[src/rtl/cache_merge4_arb.sv]
// 4-to-1 round-robin drive/free merge: one delayed downstream drive per grant, free returned to the winner.
// Optional WAIT_FREE watchdog enabled by defining CACHE_MERGE4_WATCHDOG_EN.
module cache_merge4_arb #(
    parameter int DELAY   = 2,
    parameter int TIMEOUT = 255
) (
    input  logic       clk,
    input  logic       rst,
    input  logic [3:0] i_drive,
    output logic [3:0] o_free,
    output logic       o_fire,
    output logic [1:0] o_sel,
    output logic       o_driveNext,
    input  logic       i_freeNext,
    output logic       o_busy,
    output logic       o_overrun,
    output logic       o_timeout
);

    if (DELAY < 1 || DELAY > 15 || TIMEOUT < 1 || TIMEOUT > 65535) begin : g_bad_param
        $error("cache_merge4_arb: DELAY or TIMEOUT out of range");
    end

    typedef enum logic [1:0] {S_IDLE, S_DLY, S_WAIT, S_REL} state_t;

    state_t     state_q, state_d;
    logic [3:0] pending_q, pending_d;
    logic [1:0] last_q, last_d;
    logic [3:0] cnt_q, cnt_d;
    logic [1:0] sel_d;
    logic [1:0] win;
    logic [3:0] grant_mask;
    logic [3:0] free_d;
    logic       fire_d, drive_d, overrun_d;

`ifdef CACHE_MERGE4_WATCHDOG_EN
    logic [15:0] wd_q, wd_d, wd_inc;
    logic        timeout_d;
`endif

    // Walk from farthest to nearest so the nearest pending channel after last wins.
    always_comb begin
        win = last_q;
        for (int i = 4; i >= 1; i--) begin
            if (pending_q[last_q + 2'(i)]) win = last_q + 2'(i);
        end
    end

    always_comb begin
        state_d    = state_q;
        last_d     = last_q;
        cnt_d      = cnt_q;
        sel_d      = o_sel;
        grant_mask = 4'b0000;
        free_d     = 4'b0000;
        fire_d     = 1'b0;
        drive_d    = 1'b0;
`ifdef CACHE_MERGE4_WATCHDOG_EN
        wd_d      = wd_q;
        wd_inc    = (wd_q == 16'hFFFF) ? wd_q : wd_q + 16'd1;
        timeout_d = o_timeout;
`endif
        case (state_q)
            S_IDLE: begin
                if (|pending_q) begin
                    state_d    = S_DLY;
                    sel_d      = win;
                    last_d     = win;
                    grant_mask = 4'b0001 << win;
                    fire_d     = 1'b1;
                    cnt_d      = 4'(DELAY);
                end
            end
            S_DLY: begin
                // Drive goes out while cnt hits 0; WAIT_FREE starts the cycle after it.
                if (cnt_q == 4'd1) begin
                    drive_d = 1'b1;
                    cnt_d   = 4'd0;
                end else if (cnt_q == 4'd0) begin
                    state_d = S_WAIT;
`ifdef CACHE_MERGE4_WATCHDOG_EN
                    wd_d = 16'd0;
`endif
                end else begin
                    cnt_d = cnt_q - 4'd1;
                end
            end
            S_WAIT: begin
                if (i_freeNext) begin
                    state_d = S_REL;
                    free_d  = 4'b0001 << o_sel;
                end
`ifdef CACHE_MERGE4_WATCHDOG_EN
                else begin
                    wd_d = wd_inc;
                    if (32'(wd_inc) >= TIMEOUT) begin
                        timeout_d = 1'b1;
                        state_d   = S_REL;
                        free_d    = 4'b0001 << o_sel;
                    end
                end
`endif
            end
            S_REL: begin
                state_d = S_IDLE;
            end
            default: state_d = S_IDLE;
        endcase
        // A request landing on the channel being granted this cycle is kept as a new request.
        pending_d = (pending_q & ~grant_mask) | i_drive;
        overrun_d = o_overrun | (|(i_drive & pending_q & ~grant_mask));
    end

    always_ff @(posedge clk or posedge rst) begin
        if (rst) begin
            state_q     <= S_IDLE;
            pending_q   <= 4'b0000;
            last_q      <= 2'd3;
            cnt_q       <= 4'd0;
            o_sel       <= 2'd0;
            o_fire      <= 1'b0;
            o_driveNext <= 1'b0;
            o_free      <= 4'b0000;
            o_overrun   <= 1'b0;
        end else begin
            state_q     <= state_d;
            pending_q   <= pending_d;
            last_q      <= last_d;
            cnt_q       <= cnt_d;
            o_sel       <= sel_d;
            o_fire      <= fire_d;
            o_driveNext <= drive_d;
            o_free      <= free_d;
            o_overrun   <= overrun_d;
        end
    end

`ifdef CACHE_MERGE4_WATCHDOG_EN
    always_ff @(posedge clk or posedge rst) begin
        if (rst) begin
            wd_q      <= 16'd0;
            o_timeout <= 1'b0;
        end else begin
            wd_q      <= wd_d;
            o_timeout <= timeout_d;
        end
    end
`else
    assign o_timeout = 1'b0;
`endif

    assign o_busy = (state_q != S_IDLE);

endmodule

[config.mk]
export PLATFORM = sky130hd
export DESIGN_NAME = cache_merge4_arb
export DESIGN_NICKNAME = d
export VERILOG_FILES = /design/src/rtl/cache_merge4_arb.sv
export SDC_FILE = /design/constraint.sdc
export NUM_CORES = 1
export LEC_CHECK = 0
export ABC_CLOCK_PERIOD_IN_PS = 3760
export CORE_MARGIN = 2
export CORE_UTILIZATION = 55
export CTS_BUF_LIST = sky130_fd_sc_hd__clkbuf_2
export DETAILED_ROUTE_END_ITERATION = 8
export GPL_ROUTABILITY_DRIVEN = 0
export PLACE_DENSITY = 0.92
export SLEW_MARGIN = 20
export SYNTH_ARGS = -nofsm -noshare
export SYNTH_HDL_FRONTEND = slang
export SYNTH_SLANG_ARGS = --single-unit
[constraint.sdc]
create_clock -name clk -period 3.76 [get_ports clk]
set_clock_uncertainty 0.05 [all_clocks]
set_input_delay 0.752 -clock clk [delete_from_list [all_inputs] [get_ports clk]]
set_output_delay 0.752 -clock clk [all_outputs]
set_load 0.005 [all_outputs]
# Word-level counts from Yosys, hierarchy flattened
# Index checks and enable logic that the tools add are counted.
[totals]
reg_bits = 21
in_bits = 7
[classes]
n_shift = 2
eq_ne = 9
muxes = 26
add_sub_neg = 4
reduce_logical = 9
order_cmp = 3
bitwise = 6
[ops]
columns = ["cell", "count"]
rows = [
  ["4-bit 2-to-1 mux", 7],
  ["2-bit 2-to-1 mux", 7],
  ["4-bit bitwise AND", 3],
  ["2-bit by 3-bit < comparator with 1-bit output (second input constant)", 3],
  ["2-bit != test (second input constant)", 4],
  ["2-bit case mux with 4 select lines", 1],
  ["4-bit case mux with 2 select lines", 1],
  ["4-bit OR reduction", 2],
  ["1-bit by 2-bit left shift with 4-bit output (first input constant)", 2],
  ["1-bit 2-to-1 mux", 7],
  ["1-bit binary-select mux with 2-bit select", 3],
  ["2-bit adder (second input constant)", 2],
  ["2-bit == test (second input constant)", 2],
  ["4-bit by 1-bit == test with 1-bit output (second input constant)", 1],
  ["4-bit logical NOT", 1],
  ["4-bit inverter", 1],
  ["4-bit bitwise OR", 1],
  ["4-bit AND reduction", 1],
  ["2-bit nonzero test", 2],
  ["4-bit by 1-bit subtractor with 4-bit output (second input constant)", 1],
  ["3-bit != test (second input constant)", 1],
  ["3-bit AND reduction", 1],
  ["2-bit by 1-bit adder with 2-bit output (second input constant)", 1],
  ["2-bit by 1-bit == test with 1-bit output (second input constant)", 1],
  ["other kinds (3)", 3],
]

# Depth between registers and ports, before layout
[depth]
word_depth = 13
mapped_depth = 7
ltp_nobuf = 7

# Least setup slack after synthesis
# Ideal clock, no wire load.
[synth_timing]
path_type = "register to register"
start = "register last_q[0]"
end = "register o_overrun"
path_stages_with_launch = 6
path_slack_ps = 1916
arrival_ps = 1655
setup_ps = 138
path_buffers = 0
path_cell_list = "dfstp_2 > nor2b_1 > a21o_1 > a221oi_2 > a31oi_1 > or4_1"
[synth_between]
elab_chain_cells = 13
[synth_rtl]
columns = ["item", "line_no", "source"]
rows = [
  ["from (decl)", "28", "logic [1:0] last_q, last_d;"],
  ["from (signal assigned)", "128", "last_q <= last_d;"],
  ["2-bit adder", "45", "if (pending_q[last_q + 2'(i)]) win = last_q + 2'(i);"],
  ["1-bit binary-select mux with 2-bit select", "45", ""],
  ["1-bit 2-to-1 mux (implied by the code)", "45", ""],
  ["2-bit 2-to-1 mux (2 in series)", "45", ""],
  ["2-bit 2-to-1 mux *", "45", ""],
  ["1-bit by 2-bit left shift with 4-bit output *", "69", "grant_mask = 4'b0001 << win;"],
  ["4-bit 2-to-1 mux *", "65", "if (|pending_q) begin"],
  ["4-bit 2-to-1 mux *", "63", "case (state_q)"],
  ["4-bit inverter *", "111", "overrun_d = o_overrun | (|(i_drive & pending_q & ~grant_mask));"],
  ["4-bit bitwise AND *", "111", ""],
  ["4-bit OR reduction *", "111", ""],
  ["1-bit bitwise OR *", "111", ""],
  ["net overrun_d", "34", "logic fire_d, drive_d, overrun_d;"],
  ["to (signal assigned)", "134", "o_overrun <= overrun_d;"],
  ["to (decl)", "16", "output logic o_overrun,"],
]
# Mark *: on every way through the listed nets, which the timed path passes. The rest lies on a longest branch. The select of a mux whose other input is x is not followed.
# A chain may end at the register's enable or synchronous reset.

# Worst setup path in the final report
[layout_timing]
start = "register state_q[1]"
end = "output o_busy"
[layout_between]
elab_chain_cells = 1
[layout_rtl]
columns = ["item", "line_no", "source"]
rows = [
  ["from (decl)", "26", "state_t state_q, state_d;"],
  ["from (signal assigned)", "126", "state_q <= state_d;"],
  ["2-bit nonzero test", "152", "assign o_busy = (state_q != S_IDLE);"],
  ["to (decl)", "15", "output logic o_busy,"],
]
# No other way between the ends.

==> results by group <==
Timing
  – Worst setup margin: 1.16 ns
  – Final Hold Viols: 0
  – Fin crit period: 2.60 ns
  – Final setup TNS: 0 ns
  – Final slew viol count: 0
  – Slew of the pin with the lowest slew margin: 0.771 ns
  – Period utilization: 69.2%
  – Fmax: 385 MHz
  – Relative slew slack: 48.5%
  – Fin Hold WS: 0.465 ns
  – RSZ-0062 raised after global routing: no
  – Final setup fails: 0

Floorplan
  – Core area: 1780 um^2
  – Die area: 2320 um^2
  – I/O Pins: 18
  – Die height: 48.2 um
  – # rows: 15
  – Die Span X: 48.2 um
  – Starting density of the core: 60.1%

Job
  – Max-cap violation count: 0

Power and ir drop
  – Clock Power Share: 10.4%
  – Switching pwr: 402 uW
  – P_int: 542 uW
  – Pleak: 0.584 nW
  – Sequential group share of total power: 40.7%
  – Logic gate share of total power: 48.9%
  – Peak supply drop: 470 uV
  – Pwr dens: 745 nW/um^2
  – Switching share of total power: 42.6%

Logic synthesis
  – Most area-consuming cells after synthesis: dfrtp_1 44%, ha_1 7.0%, a21o_1 4.9%
  – Syn_area_per_cell: 9.66 um^2
  – Area leader, netlist: dfrtp_1
  – Post-synthesis cell count: 111
  – Synthesized flop and latch total: 21
  – Yosys warns: 0
  – Share of the synthesized area in the top cell type: 44.3%
  – Post-synthesis sequential area ratio: 49.2%
  – Yosys cell types: 31
  – Synthesized net count: 124
  – Synthesized area: 1070 um^2

Drt
  – DRT antenna net count: 0
  – Drt wl/cell: 13.3 um
  – Iteration-0 DRC Markers: 15
  – Routed wire length: 2.03 mm
  – Via count: 879
  – Vias/cell: 5.75
  – DRC: 0
  – Iteration count of the initial detailed-routing pass: 5

Clocking
  – Root Buffer: clkbuf_2
  – Clk Latency, worst-skew pair: 0.33 ns
  – Post-CTS setup buffers: 0
  – # hold bufs at CTS: 0
  – Htree depth: 1
  – # clock sinks: 21
  – Post_cts resized: 0
  – Deepest clock path buffer count: 2
  – Worst-path clk slew: 0.20 ns
  – CTS tree: yes
  – Cts bufs inserted: 3

Setup path
  – Crit path launch type: register
  – Worst Path Arrival: 1.80 ns
  – WP data required: 2.96 ns
  – Kind of critical path: register to output port
  – Worst Path Max Fanout: 12
  – Worst flop-to-flop path startpoint: state_q[1]
  – Critical Path End Type: output port
  – Critical Path Start: state_q[1]

Global routing
  – Vias in the first global route: 803
  – Largest net degree at the start of global routing: 22
  – All-layer global routing usage: 20.2%
  – Antenna violations before repair: 0
  – First-pass GRT wire length: 3.17 mm
  – Overflow after GRT: 0

Status
  – Status: finished clean

Layout
  – Commonest non-fill, non-tap cell in the layout: dfrtp_1
  – Final #Nets: 142
  – Ant diodes: 0
  – Ratio of cells with drive above 1 in the final layout: 5.47%
  – Area added between synthesis and finish: 18.2%
  – Highest-count cells in the layout ignoring fill and taps: 19 x dfrtp_1, 16 x clkdlybuf4s50_1, 11 x inv_1

Min path
  – Hold Crit Class: register to register
  – Hold_sp: o_sel[0]

Placed design
  – Dpl ws: 1.57 ns
  – # port buffers: 16
  – Hpwl dp: 1.50 mm
## layer usage
metal  track usage [%]  share of wire (%)  vias to the layer above
met1              24.8                 45                      412
met4              10.3                1.5                        0
li1                  -                  -                      422
met5                 0                  0                        -
met3              4.81                5.7                        5
met2              32.9                 48                       40
## logic make-up after synthesis
group                    synth area share (%)
AND/OR/NAND/NOR                          17.2
AO/OA/AOI/OAI                            18.9
flip-flops                               49.2
buffers and inverters                    5.37
adder cells (fa/ha/maj)                  7.00
multiplexers                             1.98
other                                   0.350
## cell type report
type | count | area (um^2)
multi-input cells | 76 | 487
clock buffers | 4 | 20.0
repair buffers | 16 | 160
well taps | 25 | 31.3
flip-flops and latches | 21 | 528
inverters | 11 | 41.3
fillers | 137 | 515
## final timing paths
| path | slack [ns] | endpoint | depth (start not counted) |
|---|---|---|---|
| max | 1.16 | o_busy | 4 |
| min | 0.47 | o_free[2] | 1 |
| max reg2reg | 1.70 | o_overrun | 6 |
| min reg2reg | 0.47 | o_free[2] | 1 |
| max in group asynchronous | 2.41 | cnt_q[1] | 2 |
| min in group asynchronous | 0.77 | pending_q[3] | 2 |
## critical path, stage by stage, from the launching register on
cell and delay, ns:
dfrtp_1 0.45, inv_1 0.11, ha_1 0.39, inv_1 0.07, clkdlybuf4s50_1 0.45
## power groups by stage
| stage | sequential (mW) | clock (mW) | combinational (mW) |
|---|---|---|---|
| after detailed placement | 0.386 | 0 | 0.458 |
| after global placement | 0.380 | 0 | 0.433 |
| final | 0.384 | 0.0984 | 0.461 |
| after CTS | 0.382 | 0.100 | 0.461 |
| after global routing | 0.393 | 0.108 | 0.518 |
| after floorplan | 0.371 | 0 | 0.332 |
## synth_stat cells, drive strengths merged
cell     instances
a21boi           1
mux2i            1
mux2             1
o21ai            5
a21o             7
a21oi            4
dfrtp           19
inv             11
o41ai            1
a31oi            5
buf              2
a221o            1
a221oi           1
nand3            7
conb             1
nor2            10
dfstp            2
nor4             1
clkbuf           1
and3             1
nand2            7
nand2b           7
or4              1
nor2b            1
nor3             3
a22oi            1
ha               6
o2bb2ai          2
o21a             1
## registers in the layout (all words and copies together) (netlist names)
signal       flops
state_q          2
o_fire           1
pending_q        4
last_q           2
cnt_q            4
o_driveNext      1
o_free           4
o_overrun        1
o_sel            2
## through the flow
step	instance area, um^2	std cells	utilization [%]	total power [mW]
floorplan	1070	111	-	0.704
global placement	1250	149	70.0	0.813
detailed placement	1250	149	70.0	0.845
CTS	1270	153	71.1	0.943
global route	1270	153	71.1	1.02
finish	1270	153	71.1	0.944
Note: power is estimated with default switching activity, not from simulation.
